===== src/rtl/alu_seq_pkg.sv =====
// Shared opcode indices, sequencer state encoding and per-opcode ALU hold
// length for the ALU sequencer.
package alu_seq_pkg;

   localparam logic [3:0] OP_ADD  = 4'd0;
   localparam logic [3:0] OP_SUB  = 4'd1;
   localparam logic [3:0] OP_MUL  = 4'd2;
   localparam logic [3:0] OP_DIV  = 4'd3;
   localparam logic [3:0] OP_SHR  = 4'd4;
   localparam logic [3:0] OP_SHL  = 4'd5;
   localparam logic [3:0] OP_ROR  = 4'd6;
   localparam logic [3:0] OP_ROL  = 4'd7;
   localparam logic [3:0] OP_AND  = 4'd8;
   localparam logic [3:0] OP_OR   = 4'd9;
   localparam logic [3:0] OP_NEG  = 4'd10;
   localparam logic [3:0] OP_NOT  = 4'd11;
   localparam logic [3:0] OP_LAST = 4'd11;

   typedef enum logic [1:0] {
      S_IDLE = 2'd0,
      S_EXEC = 2'd1,
      S_DONE = 2'd2
   } state_t;

   // Number of cycles the ALU control must stay asserted for an opcode.
   function automatic int unsigned wait_cycles(input logic [3:0] op,
                                               input int unsigned mul_wait,
                                               input int unsigned div_wait);
      int unsigned w;
      w = 1;
      if (op == OP_MUL) w = mul_wait;
      else if (op == OP_DIV) w = div_wait;
      return w;
   endfunction

endpackage


===== src/rtl/alu_sequencer_decode.sv =====
// Combinational opcode decode: one-hot ALU control, legality and the number
// of cycles the control must be held.
module alu_op_decode
   import alu_seq_pkg::*;
#(
   parameter int SIG_COUNT = 12,
   parameter int MUL_WAIT  = 4,
   parameter int DIV_WAIT  = 8,
   parameter int CNT_W     = 4
) (
   input  logic [3:0]           i_op,
   output logic [SIG_COUNT-1:0] o_onehot,
   output logic                 o_legal,
   output logic [CNT_W-1:0]     o_wait
);

   always_comb begin
      o_legal  = (i_op <= OP_LAST);
      o_onehot = '0;
      if (o_legal) o_onehot[i_op] = 1'b1;
      o_wait   = CNT_W'(wait_cycles(i_op, MUL_WAIT, DIV_WAIT));
   end

endmodule


===== src/rtl/alu_sequencer.sv =====
// Issues one ALU operation at a time: holds one-hot control and operands for
// the opcode's settle window, then captures the double-width result into Z.
module alu_sequencer
   import alu_seq_pkg::*;
#(
   parameter int BITS      = 32,
   parameter int SIG_COUNT = 12,
   parameter int MUL_WAIT  = 4,
   parameter int DIV_WAIT  = 8
) (
   input  logic                 clock,
   input  logic                 clear,
   input  logic                 req_valid,
   output logic                 req_ready,
   input  logic [3:0]           req_op,
   input  logic [BITS-1:0]      req_x,
   input  logic [BITS-1:0]      req_y,
   output logic [SIG_COUNT-1:0] alu_ctrl,
   output logic [BITS-1:0]      alu_x,
   output logic [BITS-1:0]      alu_y,
   input  logic [2*BITS-1:0]    alu_result,
   output logic                 rsp_valid,
   input  logic                 rsp_ready,
   output logic [BITS-1:0]      rsp_zhi,
   output logic [BITS-1:0]      rsp_zlo,
   output logic                 rsp_err,
   output logic                 busy,
   output logic [1:0]           dbg_state
);

   localparam int MAX_WAIT = (MUL_WAIT > DIV_WAIT) ? MUL_WAIT : DIV_WAIT;
   localparam int CNT_W    = $clog2(MAX_WAIT + 1);

   state_t                 r_state;
   logic [CNT_W-1:0]       r_cnt;
   logic [SIG_COUNT-1:0]   r_alu_ctrl;
   logic [BITS-1:0]        r_alu_x;
   logic [BITS-1:0]        r_alu_y;
   logic [BITS-1:0]        r_zhi;
   logic [BITS-1:0]        r_zlo;
   logic                   r_err;
   logic                   r_rsp_valid;
   logic                   r_div0;

   logic [SIG_COUNT-1:0]   w_onehot;
   logic                   w_legal;
   logic [CNT_W-1:0]       w_wait;
   logic                   w_accept;

   alu_op_decode #(
      .SIG_COUNT (SIG_COUNT),
      .MUL_WAIT  (MUL_WAIT),
      .DIV_WAIT  (DIV_WAIT),
      .CNT_W     (CNT_W)
   ) u_decode (
      .i_op     (req_op),
      .o_onehot (w_onehot),
      .o_legal  (w_legal),
      .o_wait   (w_wait)
   );

   // Handshakes: a transfer happens on a rising edge where valid and ready are
   // both high; the sender holds its payload until then, and the receiver may
   // drop ready at any time. Requests transfer only in IDLE, responses only in DONE.
   assign req_ready = (r_state == S_IDLE) && !clear;
   assign w_accept  = req_valid && req_ready;

   always_ff @(posedge clock or posedge clear) begin
      if (clear) begin
         r_state     <= S_IDLE;
         r_cnt       <= '0;
         r_alu_ctrl  <= '0;
         r_alu_x     <= '0;
         r_alu_y     <= '0;
         r_zhi       <= '0;
         r_zlo       <= '0;
         r_err       <= 1'b0;
         r_rsp_valid <= 1'b0;
         r_div0      <= 1'b0;
      end else begin
         case (r_state)
            S_IDLE: begin
               if (w_accept) begin
                  if (!w_legal) begin
                     r_zhi       <= '0;
                     r_zlo       <= '0;
                     r_err       <= 1'b1;
                     r_rsp_valid <= 1'b1;
                     r_state     <= S_DONE;
                  end else begin
                     r_cnt      <= w_wait - CNT_W'(1);
                     r_alu_ctrl <= w_onehot;
                     r_alu_x    <= req_x;
                     r_alu_y    <= req_y;
                     r_div0     <= (req_op == OP_DIV) && (req_y == '0);
                     r_state    <= S_EXEC;
                  end
               end
            end
            S_EXEC: begin
               if (r_cnt == '0) begin
                  // Divide-by-zero still occupies the full window; only Z is suppressed.
                  {r_zhi, r_zlo} <= r_div0 ? '0 : alu_result;
                  r_err          <= r_div0;
                  r_alu_ctrl     <= '0;
                  r_alu_x        <= '0;
                  r_alu_y        <= '0;
                  r_rsp_valid    <= 1'b1;
                  r_state        <= S_DONE;
               end else begin
                  r_cnt <= r_cnt - CNT_W'(1);
               end
            end
            S_DONE: begin
               if (rsp_ready) begin
                  r_rsp_valid <= 1'b0;
                  r_state     <= S_IDLE;
               end
            end
            default: r_state <= S_IDLE;
         endcase
      end
   end

   assign alu_ctrl  = r_alu_ctrl;
   assign alu_x     = r_alu_x;
   assign alu_y     = r_alu_y;
   assign rsp_valid = r_rsp_valid;
   assign rsp_zhi   = r_zhi;
   assign rsp_zlo   = r_zlo;
   assign rsp_err   = r_err;
   assign busy      = (r_state != S_IDLE);
   assign dbg_state = r_state;

endmodule


===== config.mk =====
export PLATFORM = sky130hd
export DESIGN_NAME = alu_sequencer
export DESIGN_NICKNAME = d
export VERILOG_FILES = /design/src/rtl/alu_seq_pkg.sv /design/src/rtl/alu_sequencer_decode.sv /design/src/rtl/alu_sequencer.sv
export SDC_FILE = /design/constraint.sdc
export NUM_CORES = 1
export LEC_CHECK = 0
export BUFFER_PORTS_ARGS = -buffer_cell sky130_fd_sc_hd__buf_4
export CAP_MARGIN = 20
export CORE_ASPECT_RATIO = 1.2
export CORE_UTILIZATION = 44
export CTS_BUF_LIST = sky130_fd_sc_hd__clkbuf_8
export CTS_CLUSTER_SIZE = 30
export DETAILED_ROUTE_END_ITERATION = 7
export PLACE_DENSITY = 0.74
export RECOVER_POWER = 25
export SYNTH_ARGS = -nofsm -noshare
export SYNTH_HDL_FRONTEND = slang
export SYNTH_HIERARCHICAL = 1
export SYNTH_SLANG_ARGS = --single-unit

===== constraint.sdc =====
create_clock -name clock -period 4.99 [get_ports clock]
set_clock_uncertainty 0.1 [all_clocks]
set_input_delay 0.7485 -clock clock [delete_from_list [all_inputs] [get_ports clock]]
set_output_delay 0.7485 -clock clock [all_outputs]
set_load 0.1 [all_outputs]

==> metrics.txt <==
RSZ-0062 raised after global routing no; Worst-Margin Slew 2.20 ns; initial antenna violation count 0; Final ANT Viol Nets 0; Most used DFF post-synth dfrtp_1; RR Startpoint r_cnt[0]; register area share after synthesis 57.5%; row count 48; via count 5074; initial core utilization 45.0%; Post-DP Area 8550 sq um; gr ovfl total 0; Worst Reg2Reg Path Length in Cells 5; hold_sp alu_x[4]; worst setup margin 1.80 ns; Tcrit/Tclk final 63.9%; Slew HR -46.8%; min Tclk post-route 3.19 ns; Antenna diodes 0; CTS Buf Count 17; final slew viol count 107; CP max FO 106; Place WS 1.90 ns; Routed WL 17000 microns; Setup crit start clear; top-count cell post-synth dfrtp_1; layout cells sized above 1 40.5%; mux cell area share after synthesis 10.5%; Via density 5.14; Post-CTS Hold Buffers 0; Max Clk Rate 313 MHz; Arr. time, crit path 3.41 ns; Worst Setup EP rsp_valid; Max Buffers Root-to-Sink 2; # setup viols final 0; vias in the first global route 5174; DR iter-0 viols 308; synth top area cells dfrtp_1, mux2i_1, a22o_1; CP max stage delay 1.62 ns; Post-CTS Resized 0; Adder-Cell Fraction of Synth Area 0.193%; status finished, violations left; failing checks capacitance limit, slew limit; first-pass GRT wire length 26600 microns; nets@finish 938; R2R Setup Slk 2.47 ns; clk sinks 149; fraction of the mapped netlist area in compound gates 12.1%; largest net degree at the start of global routing 107; WS Path Type input port to flop; GRT Util Overall 22.7%; core area 14400 sq um; final-report hold violation count 0; largest family of logic cells by synthesized area compound AO/OA/AOI/OAI gates; Synth Area per Inst 12.2 sq um; Synthesized Nets 670; GP Congestion 0.795; Cell variety after synth 44; setup tns final 0 ns; XOR/XNOR Fraction of Synth Area 0.135%; WL/cell 17.2 microns; Root Driver clkbuf_8; DRC viols 0; postcts setup bufs 0; Post-DP HPWL 12100 microns; Worst-Skew Late Latency 0.44 ns; reg2reg end rsp_zhi[15]; Worst-path clk slew 0.08 ns; CTS tree built; leading area contributor after synthesis dfrtp_1; number of synthesized flops with an enable pin 0; Startpoint Class input port; First-pass DRT Iterations 5; H-tree depth 4; die height 135 microns; CP max stage cell clkinvlp_4; simple-gate share of the synthesized area 10.2%; die area 15200 sq um; ys async rst share 100%; Max-Cap Viols 1; hold crit path type flop to flop; IO buf count 281; Syn-to-layout area delta 38.6%; top-area cell type share of the netlist area 57.5%; Worst Path Required 5.21 ns; synth warn 6; top cells by count, synth dfrtp_1, a22o_1, nand2_1, inv_1, mux2i_1; io pins 282; critical path capture point type flop; Cells after Synth 533; #FFs+latches synth 149; Synth Cell Area 6480 sq um; Cell Chain, Critical Path buf_4, clkinvlp_4, nand3b_1, a21oi_1, o22a_1; Die W 113 microns; Finished Cell Area 8990 sq um
[final cells by class]
type	count	area (sq um)
clock buffer	22	303
clock inverter	9	149
fill	1172	5420
inverter	68	259
multi-input combinational	279	2180
sequential	149	3730
tap	175	219
timing repair buffer	286	2150
[kinds of logic (layout without fill, tap and decap cells)]
| group | after synthesis | in the layout |
|---|---|---|
| compound gates | 94 | 94 |
| xor+xnor | 1 | 1 |
| fa+ha+maj | 1 | 1 |
| buf+inv | 105 | 385 |
| flops | 149 | 149 |
| mux | 68 | 68 |
| other cells | 1 | 1 |
| simple gates | 114 | 114 |
[flip-flops by register name, indices dropped and copies added (netlist names)]
register,cells
alu_x,32
alu_y,32
rsp_zhi,32
rsp_zlo,32
alu_ctrl,12
r_cnt,4
dbg_state,2
r_div0,1
rsp_err,1
rsp_valid,1
[layer usage]
layer / track usage (%) / vias to the layer above / wire length, microns
met3: 7.32 / 23 / 1240
met5: 0 / - / 0
met1: 28.0 / 2445 / 7010
li1: - / 2377 / -
met2: 37.5 / 229 / 8440
met4: 7.63 / 0 / 322
[through the flow]
stage,hold WS (ns),std cells,util [%]
finish,0.403,988,62.4
detailed placement,0.382,957,59.3
global placement,0.383,957,59.3
global route,0.391,988,62.4
floorplan,0.387,533,-
CTS,0.389,988,62.4
[worst min-delay path by stage]
| stage | cells past startpoint | to |
|---|---|---|
| 2_1_floorplan | 2 | r_div0 |
| 3_3_place_gp | 1 | alu_y[26] |
| 3_5_place_dp | 1 | alu_x[4] |
| 4_1_cts | 2 | alu_x[31] |
| 5_1_grt | 2 | alu_x[17] |
| 6_report | 1 | alu_x[4] |
[cells in the final DEF, fill, tap and decap left out, types with 3 or more instances in the layout]
cell type / synthesis / layout
a21oi_1: 4 / 4
a22o_1: 76 / 76
and4bb_1: 6 / 6
buf_4: 2 / 283
bufinv_16: 0 / 4
clkbuf_8: 0 / 22
clkinvlp_4: 0 / 3
dfrtp_1: 149 / 149
inv_1: 68 / 68
mux2i_1: 67 / 67
nand2_1: 70 / 70
nor2_1: 5 / 5
nor4_1: 9 / 9
nor4b_2: 3 / 3
o22ai_1: 3 / 3
[critical path, delay by kind of cell]
family	cells	cell delay [ns]
buf+inv	2	1.73
simple gates	1	0.59
compound gates	2	0.33
Power is not shown: default switching activity piles up to over one toggle a cycle in this logic, so the estimate is an artifact.
